File: config.mk
export PLATFORM = sky130hd
export DESIGN_NAME = alu_cmd_pipe_flat
export DESIGN_NICKNAME = d
export VERILOG_FILES = /design/src/rtl/alu_cmd_pipe_pkg.sv /design/src/rtl/alu_cmd_pipe_if.sv /design/src/rtl/alu_cmd_fifo.sv /design/src/rtl/alu_cmd_pipe.sv /design/src/flat_wrapper.sv
export SDC_FILE = /design/constraint.sdc
export NUM_CORES = 1
export LEC_CHECK = 0
export ABC_CLOCK_PERIOD_IN_PS = 2600
export CORE_ASPECT_RATIO = 0.7
export CORE_MARGIN = 1
export CORE_UTILIZATION = 50
export DETAILED_ROUTE_END_ITERATION = 6
export PLACE_DENSITY = 0.78
export SLEW_MARGIN = 25
export SYNTH_ARGS = -nofsm -noshare
export SYNTH_HDL_FRONTEND = slang
export SYNTH_SLANG_ARGS = --single-unit
File: constraint.sdc
create_clock -name i_clk -period 2.6 [get_ports i_clk]
set_input_delay 0.26 -clock i_clk [delete_from_list [all_inputs] [get_ports i_clk]]
set_output_delay 0.26 -clock i_clk [all_outputs]
set_load 0.01 [all_outputs]
File: src/rtl/alu_cmd_pipe_pkg.sv
// Shared opcode encoding and small helpers for the ALU command/result pipe.
package alu_cmd_pipe_pkg;

    typedef enum logic [1:0] {
        ALU_ADD = 2'b00,
        ALU_AND = 2'b01,
        ALU_MUL = 2'b10,
        ALU_INC = 2'b11
    } alu_op_e;

    localparam int DEF_WIDTH     = 8;
    localparam int DEF_DEPTH     = 4;
    localparam int DEF_CNT_WIDTH = 16;

    // The result register can take a new value when it is empty or being drained now.
    function automatic logic stage_free(input logic res_valid, input logic res_ready);
        return (!res_valid) || res_ready;
    endfunction

endpackage

File: src/rtl/alu_cmd_pipe_if.sv
// Command, ALU-side and result signals of the ALU command pipe grouped as one bundle.
interface alu_cmd_pipe_if #(
    parameter int WIDTH = 8
);
    logic                 cmd_valid;
    logic                 cmd_ready;
    logic [WIDTH-1:0]     cmd_a;
    logic [WIDTH-1:0]     cmd_b;
    logic [1:0]           cmd_sel;
    logic [WIDTH-1:0]     alu_a;
    logic [WIDTH-1:0]     alu_b;
    logic [1:0]           alu_sel;
    logic [2*WIDTH-1:0]   alu_out;
    logic                 res_valid;
    logic                 res_ready;
    logic [2*WIDTH-1:0]   res_data;
    logic [1:0]           res_sel;

    modport slave (
        input  cmd_valid, cmd_a, cmd_b, cmd_sel, alu_out, res_ready,
        output cmd_ready, alu_a, alu_b, alu_sel, res_valid, res_data, res_sel
    );

    modport master (
        output cmd_valid, cmd_a, cmd_b, cmd_sel, alu_out, res_ready,
        input  cmd_ready, alu_a, alu_b, alu_sel, res_valid, res_data, res_sel
    );
endinterface

File: src/rtl/alu_cmd_fifo.sv
// Synchronous FIFO with wrap-bit pointers; head entry is visible combinationally.
module alu_cmd_fifo #(
    parameter int DW    = 18,
    parameter int DEPTH = 4
) (
    input  logic                     i_clk,
    input  logic                     i_rst,
    input  logic                     i_push,
    input  logic [DW-1:0]            i_wdata,
    input  logic                     i_pop,
    output logic [DW-1:0]            o_rdata,
    output logic                     o_full,
    output logic                     o_empty,
    output logic [$clog2(DEPTH):0]   o_level
);
    localparam int AW = $clog2(DEPTH);

    logic [DW-1:0] r_mem [DEPTH];
    logic [AW:0]   r_wr_ptr;
    logic [AW:0]   r_rd_ptr;

    // Pointer update; the extra MSB distinguishes full from empty.
    always_ff @(posedge i_clk) begin
        if (i_rst) begin
            r_wr_ptr <= '0;
            r_rd_ptr <= '0;
        end else begin
            if (i_push) begin
                r_wr_ptr <= r_wr_ptr + (AW+1)'(1);
            end
            if (i_pop) begin
                r_rd_ptr <= r_rd_ptr + (AW+1)'(1);
            end
        end
    end

    // Storage array; contents need no reset since the pointers define validity.
    always_ff @(posedge i_clk) begin
        if (i_push) begin
            r_mem[r_wr_ptr[AW-1:0]] <= i_wdata;
        end
    end

    assign o_empty = (r_wr_ptr == r_rd_ptr);
    assign o_full  = (r_wr_ptr[AW] != r_rd_ptr[AW]) &&
                     (r_wr_ptr[AW-1:0] == r_rd_ptr[AW-1:0]);
    assign o_level = r_wr_ptr - r_rd_ptr;
    assign o_rdata = r_mem[r_rd_ptr[AW-1:0]];

endmodule

File: src/rtl/alu_cmd_pipe.sv
// Buffers ALU commands in a FIFO, presents the head to an external ALU and
// captures its output into a result register with valid/ready backpressure.
module alu_cmd_pipe
    import alu_cmd_pipe_pkg::*;
#(
    parameter int WIDTH     = DEF_WIDTH,
    parameter int DEPTH     = DEF_DEPTH,
    parameter int CNT_WIDTH = DEF_CNT_WIDTH
) (
    input  logic                    i_clk,
    input  logic                    i_rst,
    alu_cmd_pipe_if.slave           bus,
    output logic [$clog2(DEPTH):0]  o_level,
    output logic [CNT_WIDTH-1:0]    o_op_count
);
    localparam int DW = 2*WIDTH + 2;

    logic                 w_full;
    logic                 w_empty;
    logic                 w_push;
    logic                 w_issue;
    logic [DW-1:0]        w_wdata;
    logic [DW-1:0]        w_head;
    logic [WIDTH-1:0]     w_head_a;
    logic [WIDTH-1:0]     w_head_b;
    logic [1:0]           w_head_sel;

    logic                 r_res_valid;
    logic [2*WIDTH-1:0]   r_res_data;
    logic [1:0]           r_res_sel;
    logic [CNT_WIDTH-1:0] r_op_count;

    // A full FIFO refuses commands even if an entry frees at the same edge.
    assign w_push  = bus.cmd_valid && !w_full;
    assign w_issue = !w_empty && stage_free(r_res_valid, bus.res_ready);
    assign w_wdata = {bus.cmd_a, bus.cmd_b, bus.cmd_sel};

    alu_cmd_fifo #(
        .DW    (DW),
        .DEPTH (DEPTH)
    ) u_fifo (
        .i_clk   (i_clk),
        .i_rst   (i_rst),
        .i_push  (w_push),
        .i_wdata (w_wdata),
        .i_pop   (w_issue),
        .o_rdata (w_head),
        .o_full  (w_full),
        .o_empty (w_empty),
        .o_level (o_level)
    );

    // Head entry towards the ALU, forced to zero while nothing is buffered.
    always_comb begin
        w_head_a   = '0;
        w_head_b   = '0;
        w_head_sel = 2'b00;
        if (!w_empty) begin
            w_head_a   = w_head[DW-1 -: WIDTH];
            w_head_b   = w_head[WIDTH+1 -: WIDTH];
            w_head_sel = w_head[1:0];
        end else begin
            w_head_a   = '0;
            w_head_b   = '0;
            w_head_sel = 2'b00;
        end
    end

    // Result register and completed-operation counter.
    always_ff @(posedge i_clk) begin
        if (i_rst) begin
            r_res_valid <= 1'b0;
            r_res_data  <= '0;
            r_res_sel   <= 2'b00;
            r_op_count  <= '0;
        end else if (w_issue) begin
            r_res_valid <= 1'b1;
            r_res_data  <= bus.alu_out;
            r_res_sel   <= w_head_sel;
            r_op_count  <= r_op_count + CNT_WIDTH'(1);
        end else if (r_res_valid && bus.res_ready) begin
            r_res_valid <= 1'b0;
        end else begin
            r_res_valid <= r_res_valid;
        end
    end

    assign bus.cmd_ready = !w_full;
    assign bus.alu_a     = w_head_a;
    assign bus.alu_b     = w_head_b;
    assign bus.alu_sel   = w_head_sel;
    assign bus.res_valid = r_res_valid;
    assign bus.res_data  = r_res_data;
    assign bus.res_sel   = r_res_sel;
    assign o_op_count    = r_op_count;

endmodule

File: src/flat_wrapper.sv
// flat-port wrapper written by rule: the top's interface ports become plain ports
module alu_cmd_pipe_flat import alu_cmd_pipe_pkg::*;
#(
    parameter int WIDTH     = DEF_WIDTH,
    parameter int DEPTH     = DEF_DEPTH,
    parameter int CNT_WIDTH = DEF_CNT_WIDTH
)
  (i_clk, i_rst, o_level, o_op_count, bus_cmd_valid, bus_cmd_a, bus_cmd_b, bus_cmd_sel, bus_alu_out, bus_res_ready, bus_cmd_ready, bus_alu_a, bus_alu_b, bus_alu_sel, bus_res_valid, bus_res_data, bus_res_sel);
  alu_cmd_pipe_if #(.WIDTH(WIDTH)) bus_i ();
  input  logic i_clk;
  input  logic i_rst;
  output logic [$clog2(DEPTH):0] o_level;
  output logic [CNT_WIDTH-1:0] o_op_count;
  input wire logic [$bits(bus_i.cmd_valid)-1:0] bus_cmd_valid;
  input wire logic [$bits(bus_i.cmd_a)-1:0] bus_cmd_a;
  input wire logic [$bits(bus_i.cmd_b)-1:0] bus_cmd_b;
  input wire logic [$bits(bus_i.cmd_sel)-1:0] bus_cmd_sel;
  input wire logic [$bits(bus_i.alu_out)-1:0] bus_alu_out;
  input wire logic [$bits(bus_i.res_ready)-1:0] bus_res_ready;
  output wire logic [$bits(bus_i.cmd_ready)-1:0] bus_cmd_ready;
  output wire logic [$bits(bus_i.alu_a)-1:0] bus_alu_a;
  output wire logic [$bits(bus_i.alu_b)-1:0] bus_alu_b;
  output wire logic [$bits(bus_i.alu_sel)-1:0] bus_alu_sel;
  output wire logic [$bits(bus_i.res_valid)-1:0] bus_res_valid;
  output wire logic [$bits(bus_i.res_data)-1:0] bus_res_data;
  output wire logic [$bits(bus_i.res_sel)-1:0] bus_res_sel;
  assign bus_i.cmd_valid = bus_cmd_valid;
  assign bus_i.cmd_a = bus_cmd_a;
  assign bus_i.cmd_b = bus_cmd_b;
  assign bus_i.cmd_sel = bus_cmd_sel;
  assign bus_i.alu_out = bus_alu_out;
  assign bus_i.res_ready = bus_res_ready;
  assign bus_cmd_ready = bus_i.cmd_ready;
  assign bus_alu_a = bus_i.alu_a;
  assign bus_alu_b = bus_i.alu_b;
  assign bus_alu_sel = bus_i.alu_sel;
  assign bus_res_valid = bus_i.res_valid;
  assign bus_res_data = bus_i.res_data;
  assign bus_res_sel = bus_i.res_sel;
  alu_cmd_pipe #(.WIDTH(WIDTH), .DEPTH(DEPTH), .CNT_WIDTH(CNT_WIDTH)) u_core (.i_clk(i_clk), .i_rst(i_rst), .bus(bus_i), .o_level(o_level), .o_op_count(o_op_count));
endmodule
## After elaboration in Yosys (flattened, before gate mapping)

Memory sizes are Yosys's and may differ from the RTL's. A register that Yosys moved wholly into a read port is not among the register bits.
Cells that the tools add are included.

| word-level totals | value |
|---|---|
| bits in registers | 41 |
| latch bits | 0 |
| RAM bits | 72 |
| bits in read-only memories | 0 |
| input bits | 38 |
| output and inout port bits | 57 |
| memories | 1 |

| cells by class | value |
|---|---|
| add/sub/neg operators | 4 |
| $mul | 0 |
| div/mod/pow operators | 0 |
| magnitude comparators | 0 |
| equal/unequal tests | 3 |
| shifts and indexed selects | 0 |
| mux-type cells | 9 |
| bitwise logic cells | 0 |
| reduce and logical (&&, ||, !) cells | 9 |

Memories:

| memory | depth | width | read ports | clocked after Yosys merged registers in | wr ports | RTL line | source |
|---|---|---|---|---|---|---|---|
| u_core.u_fifo.r_mem | 4 | 18 | 1 | 1 | 1 | alu_cmd_fifo.sv:18 | `logic [DW-1:0] r_mem [DEPTH];` |

Operators by type and width:

| cell | count |
|---|---|
| 16-bit by 1-bit adder with 16-bit output (second input constant) | 1 |
| 8-bit two-way mux | 2 |
| 3-bit by 1-bit adder with 3-bit output (second input constant) | 2 |
| 2-bit two-way mux | 3 |
| 1-bit logical AND | 4 |
| 1-bit two-way mux | 4 |
| 3-bit equality test | 1 |
| 1-bit zero test | 3 |
| 3-bit subtractor | 1 |
| 2-bit equality test | 1 |
| 2-bit nonzero test | 1 |
| 1-bit logical OR | 1 |
| 1-bit inequality test | 1 |

## Depth between registers and ports, before layout

| logic depth | value |
|---|---|
| depth in word-level cells | 6 |
| gate-level depth with buffers | 7 |
| gate-level depth less buffers | 6 |

## Cells and area by module

A second synthesis with hierarchy kept.

| second synthesis, totals | value |
|---|---|
| cell total of the unflattened synthesis | 334 |
| area total of the unflattened synthesis | 4644.5 um^2 |

Modules (own cells, without submodules):

| module | instances | cells an instance | area an instance (um^2) |
|---|---|---|---|
| alu_cmd_fifo | 1 | 140 | 3086.7 |
| alu_cmd_pipe | 1 | 194 | 1557.7 |

## Worst setup path before layout

OpenSTA, ideal clock, no wires.

| timing | value |
|---|---|
| kind | register -> register |
| start point | register u_core.u_fifo.r_wr_ptr[0] |
| end point | memory u_core.u_fifo.r_mem[3][0], enable pin |
| data arrival time | 1.746 ns |
| required time | 2.223 ns |
| path slack | 0.478 ns |
| cell stages (with the launch flop) | 6 |
| buffers on the path | 0 |
| cell sequence | dfxtp_1 inv_1 ha_1 nand2_1 o21a_1 and2_1 |

| between the ends | value |
|---|---|
| longest elaborated chain between the ends | 6 |

Ends and longest elaborated chain:

| element | RTL line | source |
|---|---|---|
| start, declared | alu_cmd_fifo.sv:19 | `logic [AW:0] r_wr_ptr;` |
| start signal, assigned | alu_cmd_fifo.sv:29 | `r_wr_ptr <= r_wr_ptr + (AW+1)'(1);` |
| 2-bit equality test | alu_cmd_fifo.sv:46 | `(r_wr_ptr[AW-1:0] == r_rd_ptr[AW-1:0]);` |
| 1-bit logical AND | alu_cmd_fifo.sv:45 | `assign o_full = (r_wr_ptr[AW] != r_rd_ptr[AW]) &&` |
| 1-bit zero test | alu_cmd_pipe.sv:34 | `assign w_push = bus.cmd_valid && !w_full;` |
| 1-bit logical AND | alu_cmd_pipe.sv:34 |  |
| 1-bit two-way mux | alu_cmd_fifo.sv:39 | `if (i_push) begin` |
| 1-bit two-way mux (not written as such) | alu_cmd_fifo.sv:40 | `r_mem[r_wr_ptr[AW-1:0]] <= i_wdata;` |
| end, declared | alu_cmd_fifo.sv:18 |  |

Parallel ways exist; a longest one is shown, timed or not.

## Final worst setup path

| timing | value |
|---|---|
| start point | register u_core.u_fifo.r_wr_ptr[0] |
| end point | output port bus_alu_b[0] |

| between the ends | value |
|---|---|
| longest elaborated chain between the ends | 2 |

Ends and longest elaborated chain:

| element | RTL line | source |
|---|---|---|
| 3-bit equality test | alu_cmd_fifo.sv:44 | `assign o_empty = (r_wr_ptr == r_rd_ptr);` |
| 8-bit two-way mux | alu_cmd_pipe.sv:58 | `if (!w_empty) begin` |
| end, declared | flat_wrapper.sv:22 | `output wire logic [$bits(bus_i.alu_b)-1:0] bus_alu_b;` |

No other way between the ends.

==> metrics <==
flop2flop setup slack=470 ps; Syn Inst Count=330; Worst Path Max Fanout=10; DRC=0; Lkg Pwr=2.194 nW; final setup fails=0; TritonCTS clock tree=yes; Seq pwr share=34.7%; aggregate global routing overflow=0; wire per inst=16.65 um; clk_lat worst skew=400 ps; vias in the first global route=2894; Core ar.=0.008653 mm2; detailed placement HPWL=6386 um; P_int=approximately 4.7 mW; setup TNS=0 ps; Max Root-Sink Buffers=2; final worst setup slack=between 100 and 150 ps; CTS H-tree depth=4; Setup WS pre-CTS=427.9 ps; Via density=roughly 5.3; status=completed; Comb power frac=30.1%; reg-to-reg startpoint=u_core.u_fifo.r_wr_ptr[0]; Layout area overhead=38.38%; unrepaired setup endpoints after global routing=no; Max transition margin=between 50% and 60%; critical path endpoint category=output pin; number of synthesized flops with an enable pin=72; Commonest cells post-synth=edfxtp_1, nand2_1, dfxtp_1, a21oi_1; R2R cell count=7; initial antenna violation count=0; top_reg_cell synth=edfxtp_1; final-layout fill cell count=612; Die H=81.91 um; layout cell share with drive strength beyond 1=14.51%; Reg2Reg Capture Point=u_core.o_op_count[13]; Critical Path End=bus_alu_b[0]; Root Buffer=clkbuf_16; DRT antenna net count=0; Startpoint Class=register; FF+latch count, synth=115; most frequent cell after synthesis=edfxtp_1; top cell type's share of synthesized area=47.41%; CTS sink count=115; synthesized area=0.004561 mm2; VDD IR max=around 630 uV; clk_skew=9.239 ps; final worst-path cycle share=roughly 95%; average size of a mapped cell=between 10 and 15 um2; synth warn=0; sw power=between 1.5 and 2 mW; library cells used by synthesis=33; Core Rows=28; port bufs=94; gr usage total=21.86%; CP required=2340 ps; clock power share=roughly a third; FMAX=406.1 MHz; Post-Syn Nets=377; Switching Share=27.15%; DIE AREA=around 0.0095 mm2; WP data arrival=2200 ps; Final Hold Viols=0; Slew @ Worst Pin=743.7 ps; Die Wd=116.2 um; Iteration-0 DRC Markers=205; post-route minimum period=about 2500 ps; vias post-DR=roughly 3000; first-pass GRT wire length=14680 um; antenna fix cells=0; max-cap violations=0; pwr dens=1029 mW/mm2; Ports=95; Synth area leaders=edfxtp_1, dfxtp_1, mux4_2, nand2_1, a21oi_1; iteration count of the initial detailed-routing pass=4; Hold WC Path Type=input pin to register; Num CTS Buffers=17; clock slew at reported path FFs=roughly 50 ps; post-synthesis sequential area ratio=between 60% and 70%; # nets final=489; largest net degree at the start of global routing=23; async set-reset flop share out of synthesis=0%; Initial Util=a little over half; total wire length=between 9000 and 10000 um; Yosys top cell by area=edfxtp_1; post-CTS setup buffer count=0; count of pins over their slew limit=0; crit path kind=register to output pin; Worst setup startpoint=u_core.u_fifo.r_wr_ptr[0]; GP Congestion=0.7498
-- worst max-delay path, cell delays in order (launching register included) --
cell and delay (ps):
dfxtp_2 360, inv_1 80, ha_1 340, nand2_1 110, nor2_1 60, buf_4 180, nor2b_1 120, clkdlybuf4s50_1 550
-- cell usage in the layout (no fill, tap or decap), types with 2 or more instances in the layout --
cell type         n
clkinv_2          2
or4_1             6
buf_4            14
ha_1              8
a21oi_1          33
nor2_1           10
dfxtp_1          42
o21a_1            2
o31ai_1           6
and4_1            2
clkbuf_8          7
nand3_1           6
clkbuf_16        18
dlymetal6s2s_1    2
nand2b_1          2
nand4_1           3
xor2_1            2
nand2_1          45
nor2b_1          18
clkbuf_1          4
clkdlybuf4s50_1  92
o21ai_0           7
xnor2_1           6
inv_1             7
and2_1            4
mux4_2           18
edfxtp_1         72
or3_1             5
-- worst min-delay path by stage --
stage,from,to,slack [ps],depth (start not counted)
finish,bus_alu_out[0],u_core.bus.res_data[0],410,3
floorplan,bus_cmd_sel[0],u_core.u_fifo.r_mem[0][0],360,0
detailed placement,u_core.bus.res_data[2],u_core.bus.res_data[2],450,2
global route,bus_alu_out[0],u_core.bus.res_data[0],410,3
CTS,bus_alu_out[7],u_core.bus.res_data[7],390,3
global placement,u_core.bus.res_data[15],u_core.bus.res_data[15],440,2
-- cell type report --
cell class              count  area [um2]  share of cell area [%]
clock buffers              29       561.8                   8.902
clock inverters             3       40.04                  0.6344
inverters                   7       26.28                  0.4163
multi-input cells         192        1438                   22.78
flip-flops and latches    115        3024                   47.92
well taps                 120       150.1                   2.379
repair buffers            109        1071                   16.97
-- flip-flops by register name (all words and copies together) (netlist names), named ones only --
name,cells
u_core.u_fifo.r_wr_ptr,3
u_core.bus.res_data,16
u_core.bus.res_sel,2
u_core.o_op_count,16
u_core.bus.res_valid,1
u_core.u_fifo.r_mem,72
u_core.u_fifo.r_rd_ptr,3
-- cell families (layout without fill, tap and decap cells) --
kind of cell | after synthesis | count (layout) | synth area share (%)
AO/OA/AOI/OAI | 53 | 53 | 6.776
XOR/XNOR | 9 | 9 | 1.893
adder cells (fa/ha/maj) | 9 | 9 | 2.634
buffers and inverters | 23 | 148 | 2.195
flip-flops | 115 | 115 | 66.28
multiplexers | 19 | 19 | 9.108
AND/OR/NAND/NOR | 102 | 102 | 11.11
-- power by group through the flow --
stage	clock network, mW	logic, mW	registers (mW)
finish	2.28	1.96	2.26
global route	2.40	2.13	2.27
CTS	2.32	1.99	2.26
detailed placement	0	1.97	2.29
global placement	0	1.93	2.27
floorplan	0	0.968	2.31
-- stage by stage --
step / total power [mW] / hold slack [ps] / util (%) / cells / cell area (um2)
floorplan: 3.282 / 358.9 / - / 330 / 4561
global placement: 4.209 / 441.4 / 65.91 / 543 / 5703
detailed placement: 4.262 / 446.2 / 65.91 / 543 / 5703
CTS: 6.567 / 393.5 / 72.86 / 575 / 6305
global route: 6.799 / 414.2 / 72.93 / 575 / 6311
finish: 6.492 / 405.3 / 72.93 / 575 / 6311
-- timing repair --
item,in CTS,in global routing
gates resized for setup,0,3
endpoints found under the hold margin,0,0
hold buffers,0,0
endpoints found under the setup margin,0,15
-- per-layer routing --
| metal | vias up | track usage [%] | share of wire, % |
|---|---|---|---|
| met5 | - | 0 | 0 |
| met4 | 0 | 10.64 | 0.99 |
| met3 | 8 | 6.199 | 4.7 |
| met2 | 77 | 36.07 | 49 |
| met1 | 1480 | 26.81 | 45 |
| li1 | 1454 | - | - |
No activity file was read; power rests on OpenSTA's default activity.
